===== config.mk =====
export PLATFORM = sky130hd
export DESIGN_NAME = output_writeback
export DESIGN_NICKNAME = d
export VERILOG_FILES = /design/src/rtl/output_writeback_pkg.sv /design/src/rtl/output_writeback_fifo.sv /design/src/rtl/output_writeback.sv
export SDC_FILE = /design/constraint.sdc
export NUM_CORES = 1
export LEC_CHECK = 0
export ABC_AREA = 0
export CAP_MARGIN = 20
export CORE_UTILIZATION = 50
export CTS_BUF_LIST = sky130_fd_sc_hd__clkbuf_8
export DETAILED_ROUTE_END_ITERATION = 7
export HOLD_SLACK_MARGIN = 0.12
export MAX_ROUTING_LAYER = met4
export PLACE_DENSITY = 0.73
export REMOVE_ABC_BUFFERS = 1
export SETUP_SLACK_MARGIN = 0.02
export SKIP_LAST_GASP = 1
export SLEW_MARGIN = 10
export SYNTH_ARGS = -nofsm -noshare
export SYNTH_HDL_FRONTEND = slang
export SYNTH_SLANG_ARGS = --single-unit

===== constraint.sdc =====
create_clock -name clk -period 12.6 [get_ports clk]
set_clock_uncertainty 0.1 [all_clocks]
set_input_delay 3.15 -clock clk [delete_from_list [all_inputs] [get_ports clk]]
set_output_delay 3.15 -clock clk [all_outputs]
set_load 0.03 [all_outputs]

===== src/rtl/output_writeback_pkg.sv =====
// Purpose: shared types and sizes for the output writeback path (row width, FIFO depth, FSM states).
// Latency: n/a (types and constants only).
// Backpressure: n/a.
package output_writeback_pkg;

    localparam int N_DIM_ARRAY    = 16;   // activations per output row
    localparam int ACT_DATA_WIDTH = 8;    // bits per activation
    localparam int WB_FIFO_DEPTH  = 4;    // default row FIFO depth (power of 2, >= 2)

    typedef enum logic [1:0] {
        WB_IDLE,
        WB_RUN,
        WB_DRAIN,
        WB_DONE
    } wb_state_t;

endpackage


===== src/rtl/output_writeback_fifo.sv =====
// Purpose: synchronous FIFO of {addr,row} entries with flush; push and pop may coincide even when full.
// Latency: a push at edge t is visible at the head (rdata) from cycle t+1.
// Backpressure: the caller gates push on count; push while full without a pop is ignored.
// Ports: clk/reset, push/pop/flush strobes, wdata in, rdata = head entry, count and empty status.
module wb_row_fifo #(
    parameter int WIDTH = 8,
    parameter int DEPTH = 4
) (
    input  logic                       clk,
    input  logic                       reset,
    input  logic                       push,
    input  logic                       pop,
    input  logic                       flush,
    input  logic [WIDTH-1:0]           wdata,
    output logic [WIDTH-1:0]           rdata,
    output logic [$clog2(DEPTH):0]     count,
    output logic                       empty
);

    localparam int AW = $clog2(DEPTH);
    localparam int CW = AW + 1;

    logic [WIDTH-1:0] mem [DEPTH];
    logic [AW-1:0]    wptr;
    logic [AW-1:0]    rptr;
    logic             push_ok;
    logic             pop_ok;

    assign empty   = (count == '0);
    assign pop_ok  = pop && !empty;
    // A push into a full FIFO is legal only when the head leaves on the same edge.
    assign push_ok = push && ((count < CW'(DEPTH)) || pop_ok);
    assign rdata   = mem[rptr];

    always_ff @(posedge clk or posedge reset) begin
        if (reset) begin
            wptr  <= '0;
            rptr  <= '0;
            count <= '0;
        end else if (flush) begin
            wptr  <= '0;
            rptr  <= '0;
            count <= '0;
        end else begin
            if (push_ok) wptr <= wptr + 1'b1;
            if (pop_ok)  rptr <= rptr + 1'b1;
            count <= count + CW'(push_ok) - CW'(pop_ok);
        end
    end

    // Storage carries no reset; the pointers alone define what is valid.
    always_ff @(posedge clk) begin
        if (push_ok && !flush) mem[wptr] <= wdata;
    end

endmodule


===== src/rtl/output_writeback.sv =====
// Purpose: packs PE-array output rows into memory words and writes them at base+k*stride via req/gnt.
// Latency: a row accepted at edge t can be requested from cycle t+1; done pulses the cycle after the last gnt.
// Backpressure: registered stall_array rises when the FIFO will hold >= DEPTH-1 rows; unaccepted rows set overflow_err.
// Ports: start/abort/config in; in_valid/in_data rows in; mem_req/mem_addr/mem_wdata/mem_gnt write port;
//        stall_array, busy, done, overflow_err status out.
module output_writeback
    import output_writeback_pkg::*;
#(
    parameter int FIFO_DEPTH = WB_FIFO_DEPTH,
    parameter int ADDR_WIDTH = 16,
    parameter int CNT_WIDTH  = 16
) (
    input  logic                                          clk,
    input  logic                                          reset,
    input  logic                                          start,
    input  logic                                          abort,
    input  logic [ADDR_WIDTH-1:0]                         base_addr,
    input  logic [ADDR_WIDTH-1:0]                         addr_stride,
    input  logic [CNT_WIDTH-1:0]                          num_rows,
    input  logic                                          in_valid,
    input  logic [N_DIM_ARRAY-1:0][ACT_DATA_WIDTH-1:0]    in_data,
    output logic                                          stall_array,
    output logic                                          mem_req,
    output logic [ADDR_WIDTH-1:0]                         mem_addr,
    output logic [N_DIM_ARRAY*ACT_DATA_WIDTH-1:0]         mem_wdata,
    input  logic                                          mem_gnt,
    output logic                                          busy,
    output logic                                          done,
    output logic                                          overflow_err
);

    localparam int ROW_W = N_DIM_ARRAY * ACT_DATA_WIDTH;
    localparam int ENT_W = ADDR_WIDTH + ROW_W;
    localparam int FCW   = $clog2(FIFO_DEPTH) + 1;

    wb_state_t             state;
    wb_state_t             state_nxt;
    logic [ADDR_WIDTH-1:0] cfg_stride;
    logic [ADDR_WIDTH-1:0] next_addr;
    logic [CNT_WIDTH-1:0]  cfg_rows;
    logic [CNT_WIDTH-1:0]  acc_cnt;
    logic [CNT_WIDTH-1:0]  wr_cnt;
    logic [ROW_W-1:0]      row_packed;
    logic [ENT_W-1:0]      fifo_rdata;
    logic [FCW-1:0]        fifo_count;
    logic [FCW-1:0]        count_nxt;
    logic                  fifo_empty;
    logic                  push;
    logic                  pop;
    logic                  drop;
    logic                  start_go;

    // Activation k lands in bits [k*ACT +: ACT]; no reordering or saturation.
    always_comb begin
        row_packed = '0;
        for (int k = 0; k < N_DIM_ARRAY; k++) begin
            row_packed[k*ACT_DATA_WIDTH +: ACT_DATA_WIDTH] = in_data[k];
        end
    end

    assign start_go  = start && !abort && (state == WB_IDLE);
    assign mem_req   = ((state == WB_RUN) || (state == WB_DRAIN)) && !fifo_empty;
    assign pop       = mem_req && mem_gnt;
    assign push      = (state == WB_RUN) && in_valid && !abort &&
                       ((fifo_count < FCW'(FIFO_DEPTH)) || pop);
    assign drop      = in_valid && !push;
    assign count_nxt = abort ? '0 : (fifo_count + FCW'(push) - FCW'(pop));

    // Head entry is held in the FIFO, so address and data stay stable until granted.
    assign mem_addr  = mem_req ? fifo_rdata[ENT_W-1 -: ADDR_WIDTH] : '0;
    assign mem_wdata = mem_req ? fifo_rdata[ROW_W-1:0] : '0;

    wb_row_fifo #(
        .WIDTH (ENT_W),
        .DEPTH (FIFO_DEPTH)
    ) u_fifo (
        .clk   (clk),
        .reset (reset),
        .push  (push),
        .pop   (pop),
        .flush (abort),
        .wdata ({next_addr, row_packed}),
        .rdata (fifo_rdata),
        .count (fifo_count),
        .empty (fifo_empty)
    );

    always_ff @(posedge clk or posedge reset) begin
        if (reset) state <= WB_IDLE;
        else       state <= state_nxt;
    end

    // Transitions look at the post-increment count so no extra row slips in after the last one.
    always_comb begin
        state_nxt = state;
        busy      = (state != WB_IDLE);
        done      = (state == WB_DONE);
        case (state)
            WB_IDLE:  if (start_go) state_nxt = (num_rows == '0) ? WB_DONE : WB_RUN;
            WB_RUN:   if (push && (acc_cnt + CNT_WIDTH'(1) == cfg_rows)) state_nxt = WB_DRAIN;
            WB_DRAIN: if (pop && (wr_cnt + CNT_WIDTH'(1) == cfg_rows)) state_nxt = WB_DONE;
            WB_DONE:  state_nxt = WB_IDLE;
            default:  state_nxt = WB_IDLE;
        endcase
        if (abort) state_nxt = WB_IDLE;
    end

    always_ff @(posedge clk or posedge reset) begin
        if (reset) begin
            cfg_stride   <= '0;
            cfg_rows     <= '0;
            next_addr    <= '0;
            acc_cnt      <= '0;
            wr_cnt       <= '0;
            overflow_err <= 1'b0;
            stall_array  <= 1'b0;
        end else if (abort) begin
            acc_cnt      <= '0;
            wr_cnt       <= '0;
            overflow_err <= 1'b0;
            stall_array  <= 1'b0;
        end else begin
            if (start_go) begin
                cfg_stride   <= addr_stride;
                cfg_rows     <= num_rows;
                next_addr    <= base_addr;
                acc_cnt      <= '0;
                wr_cnt       <= '0;
                overflow_err <= 1'b0;
            end else begin
                if (push) begin
                    acc_cnt   <= acc_cnt + CNT_WIDTH'(1);
                    next_addr <= next_addr + cfg_stride;   // wraps modulo 2^ADDR_WIDTH
                end
                if (pop)  wr_cnt       <= wr_cnt + CNT_WIDTH'(1);
                if (drop) overflow_err <= 1'b1;
            end
            // One row of margin: the array sees stall one cycle before the FIFO is actually full.
            stall_array <= (count_nxt >= FCW'(FIFO_DEPTH - 1));
        end
    end

endmodule


==> Word-level counts from Yosys, hierarchy flattened <==
Memories as Yosys holds them, arrays and structs flattened.
Index checks and enable logic that the tools add are counted.
{ "classes": {"n_reduce_logical": 32, "n_eq_ne": 8, "n_addsub": 9, "mux": 28, "n_lt_le_gt_ge": 2, "bitwise": 1} }
{ "op_table": {"columns": ["operator", "count"], "rows": [
  ["$mux 16", 9],
  ["$mux 128", 1],
  ["$add 16x1->16 const B", 2],
  ["$eq 16x16->1", 2],
  ["$mux 2", 9],
  ["$add 16x16->16", 1],
  ["$logic_not 16->1", 1],
  ["$logic_and 1x1->1", 13],
  ["$reduce_bool 3->1", 3],
  ["$pmux 2 s4", 1],
  ["$reduce_bool 2->1", 4],
  ["$add 3x1->3", 2],
  ["$mux 1", 6],
  ["$mux 3", 2],
  ["$ne 3x2->1 const B", 2],
  ["$sub 3x1->3", 2],
  ["$add 2x1->2 const B", 2],
  ["$eq 2x2->1 const B", 2],
  ["$reduce_and 2->1", 2],
  ["$ge 3x2->1 const B", 1],
  ["$logic_not 1->1", 3],
  ["$logic_not 3->1", 1],
  ["$logic_or 1x1->1", 3],
  ["$lt 3x3->1 const B", 1],
  ["other kinds (5)", 5]
]} }
{ "totals": {"input_bits": 182, "ramBits": 576, "regBits": 91, "n_memories": 1} }
{ "mem_list": {"columns": ["memory", "words", "width", "read_ports", "rd_ports_with_merged_regs", "write_ports", "line_no", "text"], "rows": [
  ["u_fifo.mem", 4, 144, 1, 0, 1, "output_writeback_fifo.sv:23", "logic [WIDTH-1:0] mem [DEPTH];"]
]} }

==> Depth between registers and ports, before layout <==
Gate-level depths: netlist of the first run.
{ "logic_depth": {"word_depth": 11, "ltp_mapped": 12} }

==> Cells and area by module <==
Synthesis of the first run repeated with hierarchy kept, for this count alone.
{ "unflattened": {"cells_unflattened": 1627, "area_unflattened_um2": 27832.9} }
{ "modules_own_cells": {"columns": ["mod", "n_inst", "seq_area_each_um2", "cells_each", "area_per_inst_um2"], "rows": [
  ["wb_row_fifo", 1, 17471.8, 799, 21219.1],
  ["output_writeback", 1, 2102.0, 828, 6613.8]
]} }

==> Least setup slack after synthesis of the first run <==
OpenSTA, ideal clock, no wires.
{ "synth_timing": {"path_type": "in2reg", "from": "in mem_gnt", "to": "mem u_fifo.mem[0][0] (netlist name) (enable)", "t_required_ps": 11979, "setup_time_ps": 521, "setup_slack_ps": 4697, "arrival_time_ps": 7282, "stages": 5, "path_cell_list": "nand2_1 > a211o_1 > clkinv_1 > clkbuf_1 > and2_1"} }
{ "synth_via": {"elab_chain_len": 7, "elab_cells_between_ends": 9, "cone_classes": "mux (2); reduce/logical (7)"} }
{ "synth_lines": {"columns": ["element", "line_no", "text"], "rows": [
  ["start: declaration", "output_writeback.sv:26", "input logic mem_gnt,"],
  ["$logic_and 1x1->1 (*)", "output_writeback.sv:63", "assign pop = mem_req && mem_gnt;"],
  ["$logic_or 1x1->1 or $logic_and 1x1->1 (tied branches)", "output_writeback.sv:65, output_writeback_fifo.sv:30", null],
  ["$logic_and 1x1->1 or $logic_or 1x1->1 (tied branches)", "output_writeback.sv:64, output_writeback_fifo.sv:32", null],
  ["$logic_and 1x1->1 (*)", "output_writeback_fifo.sv:32", "assign push_ok = push && ((count < CW'(DEPTH)) || pop_ok);"],
  ["$logic_and 1x1->1 (*)", "output_writeback_fifo.sv:53", "if (push_ok && !flush) mem[wptr] <= wdata;"],
  ["$mux 1 (*)", "output_writeback_fifo.sv:53", null],
  ["$mux 1 (implied by the code) (*)", "output_writeback_fifo.sv:53", null],
  ["end: declaration", "output_writeback_fifo.sv:23", null]
]} }
Every way passes the cells marked *; elsewhere a longest branch is shown, timed or not.

==> Worst setup path after layout of the first run <==
{ "layout_timing": {"from": "reg u_fifo.rptr[0]", "to": "out mem_wdata[42]"} }
{ "layout_via": {"elab_chain_len": 2} }
{ "layout_lines": {"columns": ["element", "line_no", "text"], "rows": [
  ["start: declaration", "output_writeback_fifo.sv:25", "logic [AW-1:0] rptr;"],
  ["start signal: assignment", "output_writeback_fifo.sv:46", "if (pop_ok) rptr <= rptr + 1'b1;"],
  ["$mem_v2 4x144", null, null],
  ["$mux 128", "output_writeback.sv:71", "assign mem_wdata = mem_req ? fifo_rdata[ROW_W-1:0] : '0;"],
  ["end: declaration", "output_writeback.sv:25", "output logic [N_DIM_ARRAY*ACT_DATA_WIDTH-1:0] mem_wdata,"]
]} }
Every way passes these cells.

==> results of run 1 <==
==> layout make-up <==
| type | count | area [um2] | area share |
|---|---|---|---|
| multi-input cells | 833 | 7500 | 0.224 |
| flip-flops and latches | 667 | 19600 | 0.585 |
| clock inverters | 70 | 439 | 0.0131 |
| diodes | 10 | 25.0 | 0.000748 |
| inverters | 22 | 83.8 | 0.00251 |
| clock buffers | 108 | 1490 | 0.0444 |
| well taps | 696 | 871 | 0.0260 |
| repair buffers | 348 | 3460 | 0.103 |
==> through the flow <==
step	instances	power, mW
global route	2753	6.77
detailed placement	2565	4.81
floorplan	1522	4.06
finish	2754	6.46
global placement	2565	4.77
CTS	2743	6.52
==> layer usage <==
metal,wire length (um),part of all wire
met5,0,0
met4,1510,0.024
met3,3530,0.056
met2,31200,0.49
met1,27000,0.43
==> flip-flops by register name, indices dropped and copies added, names as in the netlist, 3 cells and up <==
register and flops:
u_fifo.mem 576, acc_cnt 16, cfg_rows 16, cfg_stride 16
next_addr 16, wr_cnt 16, u_fifo.count 3
==> how the worst max path moves through the flow <==
stage | startpoint | endpoint | slack (ps) | depth (start not counted)
3_3_place_gp | abort | u_fifo.mem[2][10] | 4960 | 7
4_1_cts | u_fifo.rptr[0] | mem_wdata[42] | 4720 | 5
6_report | u_fifo.rptr[0] | mem_wdata[42] | 4940 | 5
2_1_floorplan | u_fifo.rptr[0] | mem_addr[0] | 2830 | 2
5_1_grt | u_fifo.rptr[0] | mem_wdata[42] | 4530 | 5
3_5_place_dp | abort | u_fifo.mem[2][15] | 4950 | 7
==> cells in the mapped netlist (all sizes together) (2+ instances only) <==
master / count / area (um2)
a31oi: 7 / 43.8
and2: 5 / 31.3
or3b: 2 / 17.5
o21a: 5 / 37.5
nand2: 155 / 582
o211ai: 2 / 15.0
dfrtp: 91 / 2280
xor2: 30 / 263
xnor2: 42 / 368
nor3: 10 / 66.3
nand2b: 10 / 62.6
nor2b: 3 / 18.8
o21ai: 44 / 220
nand3: 25 / 130
buf: 30 / 136
and3: 149 / 932
o31ai: 12 / 95.1
fa: 3 / 60.1
clkbuf: 63 / 236
or2: 5 / 31.3
inv: 21 / 78.8
mux2: 2 / 22.5
mux4: 144 / 3240
nand4: 9 / 77.6
a21oi: 44 / 220
or3: 17 / 106
ha: 29 / 363
nor2: 44 / 170
nor4: 7 / 50.1
a21o: 5 / 37.5
a211o: 2 / 17.5
edfxtp: 576 / 17300
==> where the power goes <==
group	total [mW]	internal, mW	switching [mW]	leakage (nW)
clock network	1.70	0.893	0.806	1.11
registers	2.75	2.60	0.151	6.37
logic	2.00	0.807	1.20	4.32
==> worst max-delay path, cell delays in order (launching register included) <==
cell	delay [ps]
dfrtp_4	570
buf_4	760
buf_4	860
mux4_2	610
and3_1	230
clkdlybuf4s50_1	600
==> cell usage in the layout, fill, tap and decap left out, types with 28 or more instances in the layout <==
cell type	instances
clkdlybuf4s50_1	330
xor2_1	30
o21ai_0	39
mux4_2	144
nand2_1	155
dfrtp_1	89
xnor2_1	42
nor2_1	41
inv_1	52
edfxtp_1	576
ha_1	28
clkbuf_8	108
and3_1	149
a21oi_1	44
==> logic make-up after synthesis <==
group | after synthesis | synth area share
buf+inv | 115 | 0.0166
fa+ha+maj | 32 | 0.0154
simple gates | 446 | 0.0843
compound gates | 136 | 0.0299
xor+xnor | 72 | 0.0229
flops | 667 | 0.712
mux | 147 | 0.119
==> metrics.cfg, run 1 <==
[global_routing]
grt_usage = 0.236
antenna_found_initial = 9
met1_usage = 0.324
grt_pass1_wl_um = 96800
grt.met3_usage = 0.0414
grt_max_degree = 108
busiest_layer = met2
overflow = 0
met2_usage = 0.361
grt_pass1_vias = 15883

[clock_tree]
cts_setup_buffers = 0
clockRootBuffer = clkbuf_8
cts_resized = 0
clock_latency_ps = 700
cts_buffers = 104
ctsHoldBuffers = 0
tritoncts = yes
clkSinkCount = 667
clockBufferDepth = 3
cts.clk_slew.worst_paths_ps = 60
htreeDepth = 3

[worst_setup_path]
arrival_ps = 4410
r2r_end = u_fifo.mem[2][17]
reg2regPathDepth = 9
crit_required_ps = 9350
worstSetupPathType = reg -> out
crit_path_start_kind = register
r2r-start = state[1]
cp_max_fo = 47
r2r_slack_ps = 7660
end_kind = primary output

[finish]
nets = 2190
final_util = 0.619
area_growth_syn_to_layout_pct = 21.6
fill_cells = 3878
final_area_um2 = 33400
layout-drive-gt1-share = 0.153

[timing]
fin_crit_sh = 0.608
setup_viol = 0
slew_viol_final = 0
slew_headroom = 0.251
rsz0062_at_grt = no
hold_violations = 0
fin_tns_setup_ps = 0
layout_setup_ws_ps = 4940
worst_pin_slew_ps = 1120
worst_hold_slack_ps = 395
fmax_mhz = 130
min_period_ps = 7660

[drt]
drt-initial-drc-count = 989
post_drt_wl_per_cell_um = 23.0
ant_nets = 0
vias = 15707
wl_um = 63300
route.detailed.vias_per_inst = 5.70
drt_pass1_iterations = 5
drcViolationCount = 0

[power_and_ir_drop]
p_leak_nw = 11.8
power_density_nw_per_um2 = 193
ir_worst_vdd_mv = 0.209

[floorplanning]
rows = 85
initial_core_util = 0.509
die_h_um = 237
io_pins = 331
core_area_um2 = 54000
dieArea_um2 = 55900
dieWidth_um = 237

[job]
drv_cap = 0

[place]
gp_congestion = 0.876
post-dp-hpwl_um = 39700
portBuffers = 330
post_dp_cell_area_um2 = 31500
pre_cts_slack_ps = 4950

[worst_hold_path]
min_to = cfg_stride[3]
whs_path_depth = 2
holdCritPathClass = reg -> reg
worstHoldStart = cfg_stride[3]

[synthesis]
syn_avg_cell_area_um2 = 17.0
ys_seq_elements = 667
syn_inst = 1615
ys_seq_area_frac = 0.712
synthArstFlopShare = 0.136
ys.flop_type = edfxtp_1
yosys_warnings = 0
synth_edf_count = 576
synthesis.area_um2 = 27500
ys_types = 66

[run_status]
status = complete, no violations

Note: power is estimated with default switching activity, not from simulation.
==> run 2: changes to the inputs <==
--- a/config.mk
+++ b/config.mk
@@ -12,7 +12,7 @@
 export DETAILED_ROUTE_END_ITERATION = 7
 export HOLD_SLACK_MARGIN = 0.12
 export MAX_ROUTING_LAYER = met4
-export PLACE_DENSITY = 0.73
+export PLACE_DENSITY = 0.76
 export REMOVE_ABC_BUFFERS = 1
 export SETUP_SLACK_MARGIN = 0.02
 export SKIP_LAST_GASP = 1
==> constraint.sdc (replaced) <==
create_clock -name clk -period 6.9 [get_ports clk]
set_clock_uncertainty 0.1 [all_clocks]
set_input_delay 1.725 -clock clk [delete_from_list [all_inputs] [get_ports clk]]
set_output_delay 1.725 -clock clk [all_outputs]
set_load 0.03 [all_outputs]
==> run 2 against run 1 <==
  * Clock-buffer cell count grew 4
  * Clock power rose by 90%
  * Via count rose by 1.5%
  * Sequential share of layout area down 0.49 points
==> metrics.cfg, run 2 (synthesized netlist as in run 1, its figures left out) <==
[timing]
slew_headroom = 0.269  ; +0.0185
hold_violations = 0  ; unchanged
worst_pin_slew_ps = 1100  ; -27.7 ps
layout_setup_ws_ps = 1380  ; -3560 ps
setup_viol = 0  ; unchanged
min_period_ps = 5520
slew_viol_final = 0  ; unchanged
fin_crit_sh = 0.800
fmax_mhz = 181
rsz0062_at_grt = no

[drt]
ant_nets = 0  ; unchanged
drt-initial-drc-count = 1170  ; +18%
vias = 15942  ; +1.5%
post_drt_wl_per_cell_um = 22.8  ; -0.73%
drt_pass1_iterations = 5  ; unchanged
route.detailed.vias_per_inst = 5.75  ; +0.80%
wl_um = 63300  ; about the same
drcViolationCount = 0  ; unchanged

[worst_setup_path]
path_buf_inv = 3  ; unchanged
crit_required_ps = 5080  ; -4270 ps
crit_slowest_cell = ha_4
cp_max_fo = 95  ; +100%
worstSetupPathType = reg -> out
cpPeakStageDelay_ps = 890  ; +30 ps
arrival_ps = 3700  ; -710 ps
critical_path.top_delay_family = buffers and inverters
end_kind = primary output
crit_path_start_kind = register
worstPathCellList = inv_1, ha_4, buf_4, and3_1, clkdlybuf4s50_1

[floorplanning]
rows = 85  ; unchanged
initial_core_util = 0.509  ; unchanged
die_h_um = 237  ; unchanged
core_area_um2 = 54000  ; unchanged
dieWidth_um = 237  ; unchanged
io_pins = 331  ; unchanged
dieArea_um2 = 55900  ; unchanged

[clock_tree]
clockBufferDepth = 3  ; unchanged
clock_latency_ps = 700  ; about the same
tritoncts = yes
clockRootBuffer = clkbuf_8
cts_buffers = 104  ; unchanged
htreeDepth = 3  ; unchanged
cts.clk_slew.worst_paths_ps = 60  ; about the same
clkSinkCount = 667  ; unchanged
cts_setup_buffers = 0  ; unchanged
cts_resized = 0  ; unchanged
ctsHoldBuffers = 0  ; unchanged

[global_routing]
grt_usage = 0.235  ; -0.000888
grt_pass1_wl_um = 96600  ; -0.17%
grt_max_degree = 96  ; -11%
overflow = 0  ; unchanged
antenna_found_initial = 6  ; -3
grt_pass1_vias = 16159  ; +1.7%

[finish]
nets = 2200  ; +0.46%
final_cells = 2773  ; +0.69%
final_common_cell = edfxtp_1
area_growth_syn_to_layout_pct = 22.7
largest_register_ffs = 576  ; unchanged
layout-drive-gt1-share = 0.161  ; +0.00755
layout_common_cells = 576 x edfxtp_1, 330 x clkdlybuf4s50_1, 155 x nand2_1
top_register = u_fifo.mem

[power_and_ir_drop]
p_leak_nw = 11.9  ; +0.88%
ir_worst_vdd_mv = 0.314  ; +50%
power_density_nw_per_um2 = 354  ; +84%
finalPower_mw = 12.0  ; +85%

[worst_hold_path]
holdCritPathClass = reg -> reg

[run_status]
status = complete, no violations

[place]
post-dp-hpwl_um = 39700  ; about the same
pre_cts_slack_ps = 1970  ; -2980 ps
gp_congestion = 0.835  ; -4.7%
portBuffers = 330  ; unchanged
place_inst = 2574  ; +0.35%

[job]
drv_cap = 0  ; unchanged

[run 2: changes by cell type in the layout (fill, tap and decap cells not counted), sizes merged]
cell	change
clkinvlp	+3
bufinv	+1
buf	+10
clkbuf	+4
diode	-3
clkinv	+12
inv	-8
[run 2: worst paths after layout]
check                              startpoint                end  slack, ps  cells after the start
worst max-delay path                 state[0]      mem_wdata[32]       1380                      5
worst min-delay path            cfg_stride[9]      cfg_stride[9]        390                      2
worst max register to register       state[0]  u_fifo.mem[0][45]       2710                      7
worst min register to register  cfg_stride[9]      cfg_stride[9]        390                      2
max in group asynchronous               reset         wr_cnt[15]       4210                      3
min in group asynchronous               reset       next_addr[8]       1370                      2
[run 2: metrics by stage]
stage                     hold WS [ps]  cell area (um2)  utilization  TNS (ps)
final                              393            33700        0.624         0
after global routing               413            33700        0.624         0
after CTS                          396            33700        0.623         0
after detailed placement           379            31600        0.585         0
after global placement             370            31600        0.585         0
after floorplan                    352            27100            -   -332900
[run 2: metal layers]
layer	vias up	wire (um)	GRT usage
met1	8166	26700	0.317
met5	-	0	-
met2	599	30900	0.366
met3	86	4590	0.0506
met4	0	1080	0.0641
li1	7091	-	-
[run 2: tightest hold or removal path, delay by kind of cell (launching register included)]
kind / cells / cell delay [ps]
simple gates: 2 / 110
flops: 1 / 350
[run 2: where the power goes]
group | total, mW | switching (mW) | internal, mW
Combinational | 3.69 | 2.19 | 1.51
Sequential | 5.02 | 0.274 | 4.75
Clock | 3.23 | 1.51 | 1.73
Total | 12.0 | 3.97 | 7.98
[run 2: final cells by class]
type | instances | area [um2]
diodes | 7 | 17.5
clock inverters | 78 | 505
repair buffers | 358 | 3630
clock buffers | 112 | 1540
inverters | 22 | 83.8
well taps | 696 | 871
fillers | 3884 | 20300
flip-flops and latches | 667 | 19600
multi-input cells | 833 | 7500
==> run 3: changes to the inputs <==
--- a/config.mk
+++ b/config.mk
@@ -12,7 +12,7 @@
 export DETAILED_ROUTE_END_ITERATION = 7
 export HOLD_SLACK_MARGIN = 0.12
 export MAX_ROUTING_LAYER = met4
-export PLACE_DENSITY = 0.76
+export PLACE_DENSITY = 0.73
 export REMOVE_ABC_BUFFERS = 1
 export SETUP_SLACK_MARGIN = 0.02
 export SKIP_LAST_GASP = 1
==> constraint.sdc (replaced) <==
create_clock -name clk -period 5.65 [get_ports clk]
set_clock_uncertainty 0.1 [all_clocks]
set_input_delay 1.4125 -clock clk [delete_from_list [all_inputs] [get_ports clk]]
set_output_delay 1.4125 -clock clk [all_outputs]
set_load 0.03 [all_outputs]
==> run 3 against run 2 <==
  * Wire length is 0.84% lower
  * Clock-buffer cell count increased by 8
  * Utilization grew 0.23 points
  * Clock power increased by 21%
  * Combinational power rose by 24%
  * Non-clock buffer count is 3 higher
  * Sequential power increased by 22%
  * Cell area up 0.37%
  * Total power rose by 22%
  * Flip-flop and latch count stayed put
  * Sequential share of layout area decreased by 0.22 points
  * Critical path type unchanged
  * Critical endpoint is now mem_wdata[98]
  * Largest cell class unchanged
  * Largest power group unchanged
==> metrics.cfg, run 3 (synthesized netlist as in run 1, its figures left out) <==
[worst_setup_path]
crit_slowest_cell = clkdlybuf4s50_1
r2r-start = state[0]
path_buf_inv = 2  ; -1
end_kind = primary output
crit_required_ps = 4140  ; -940 ps
critical_path.top_delay_family = buffers and inverters
critPathLaunch = u_fifo.count[1]
crit_path_start_kind = register
worstSetupPathType = reg -> out
cp_max_fo = 62  ; -35%
arrival_ps = 3340  ; -360 ps
worstPathCellList = or3_4, buf_4, and3_1, clkdlybuf4s50_1
cpPeakStageDelay_ps = 730  ; -160 ps

[finish]
final_common_cell = edfxtp_1
layout-drive-gt1-share = 0.161  ; about the same
multiInputGateArea_um2 = 7500  ; unchanged
regArea_um2 = 19600  ; unchanged
nets = 2205  ; +0.23%
area_growth_syn_to_layout_pct = 23.1
layout_common_cells = 576 x edfxtp_1, 330 x clkdlybuf4s50_1, 155 x nand2_1
top_register = u_fifo.mem
largest_register_ffs = 576  ; unchanged
fill_cells = 3884  ; unchanged
final_cells = 2788  ; +0.54%

[timing]
rsz0062_at_grt = no
hold_violations = 0  ; unchanged
layout_setup_ws_ps = 793  ; -587 ps
slew_headroom = 0.321  ; +0.0521
worst_pin_slew_ps = 1020  ; -78.1 ps
slew_viol_final = 0  ; unchanged
fin_crit_sh = 0.860
min_period_ps = 4860
fmax_mhz = 206
setup_viol = 0  ; unchanged

[run_status]
status = complete, no violations

[place]
gp_congestion = 0.883  ; +5.8%
portBuffers = 330  ; unchanged
pre_cts_slack_ps = 1460  ; -505 ps
place_inst = 2578  ; +0.16%
post-dp-hpwl_um = 38900  ; -2.0%

[clock_tree]
cts_setup_buffers = 0  ; unchanged
ctsHoldBuffers = 0  ; unchanged
clockRootBuffer = clkbuf_8
clockBufferDepth = 3  ; unchanged
clock_latency_ps = 690  ; about the same
clkSinkCount = 667  ; unchanged
cts.clk_slew.worst_paths_ps = 60  ; about the same
cts_buffers = 106  ; +1.9%
htreeDepth = 3  ; unchanged
cts_resized = 0  ; unchanged
tritoncts = yes

[floorplanning]
initial_core_util = 0.509  ; unchanged
dieArea_um2 = 55900  ; unchanged
die_h_um = 237  ; unchanged
io_pins = 331  ; unchanged
core_area_um2 = 54000  ; unchanged
rows = 85  ; unchanged
dieWidth_um = 237  ; unchanged

[power_and_ir_drop]
power_density_nw_per_um2 = 431  ; +22%
p_seq_frac = 0.419  ; about the same
comb_power_share = 0.313  ; +0.004
switchingPower_mw = 4.86  ; +22%
p_sw_frac = 0.333  ; +0.000853
p_int_mw = 9.74  ; +22%
finalPower_mw = 14.6  ; +22%
p_leak_nw = 12.0  ; +0.71%
power_frac_clock = 0.268  ; -0.003
ir_worst_vdd_mv = 0.313  ; -0.20%

[drt]
met3_length_um = 4220  ; -8.2%
vias = 15718  ; -1.4%
top_layer_used = met4
drcViolationCount = 0  ; unchanged
drt-initial-drc-count = 1213  ; +3.7%
drt_pass1_iterations = 6  ; +1
wl_met1_um = 26500  ; -0.55%
route.detailed.vias_per_inst = 5.64  ; -1.9%
wl_met2_um = 30700  ; -0.79%
ant_nets = 0  ; unchanged
post_drt_wl_per_cell_um = 22.5  ; -1.4%
wl_um = 62700  ; -0.84%

[global_routing]
grt_pass1_wl_um = 95400  ; -1.2%
grt_max_degree = 67  ; -30%
grt_usage = 0.233  ; -0.00213
antenna_found_initial = 10  ; +4
grt_pass1_vias = 15934  ; -1.4%
overflow = 0  ; unchanged

[job]
drv_cap = 0  ; unchanged

[worst_hold_path]
holdCritPathClass = reg -> reg
worstHoldStart = cfg_stride[12]

## run 3: cell count changes in the layout (fill, tap and decap cells not counted), sizes merged
cell and delta:
diode +4, bufinv -3, inv +12, buf +3
clkinv -8, clkbuf +8, clkinvlp -1
## run 3: per-layer routing
layer  vias to the layer above  track usage
met5                         -            -
met1                      8020        0.315
met2                       506        0.355
li1                       7095            -
met3                        97       0.0484
met4                         0       0.0811
## run 3: area by class of cell
type,count,area share
well taps,696,0.0257
flip-flops and latches,667,0.578
multi-input cells,833,0.222
clock inverters,78,0.0121
clock buffers,120,0.0488
repair buffers,361,0.110
inverters,22,0.00248
diodes,11,0.000813
## run 3: tightest hold or removal path: stages, from the launching register on
cell and delay [ps]:
dfrtp_1 350, nand2_1 50, nand2_1 60
## run 3: path summary, 6_finish.rpt
kind                                endpoint  slack [ps]  depth (start not counted)
max                            mem_wdata[98]         790                          4
min                           cfg_stride[12]         390                          2
max reg2reg                u_fifo.mem[2][46]        1780                          8
min reg2reg                   cfg_stride[12]         390                          2
max in group asynchronous         wr_cnt[10]        3240                          3
min in group asynchronous      cfg_stride[7]        1110                          2
## run 3: power by group through the flow
stage | combinational [mW] | sequential [mW] | clock [mW]
final | 4.57 | 6.11 | 3.92
after global routing | 4.94 | 6.15 | 4.23
after CTS | 4.60 | 6.12 | 4.02
after detailed placement | 4.58 | 6.21 | 0
after global placement | 4.52 | 6.19 | 0
after floorplan | 2.82 | 6.23 | 0
## run 3: through the flow
step                area [um2]   util  hold slack [ps]   TNS, ps
floorplan                27100      -              352  -1188760
global route             33900  0.627              414         0
finish                   33900  0.627              391         0
global placement         31700  0.588              373         0
detailed placement       31700  0.588              375         0
CTS                      33800  0.626              394         0
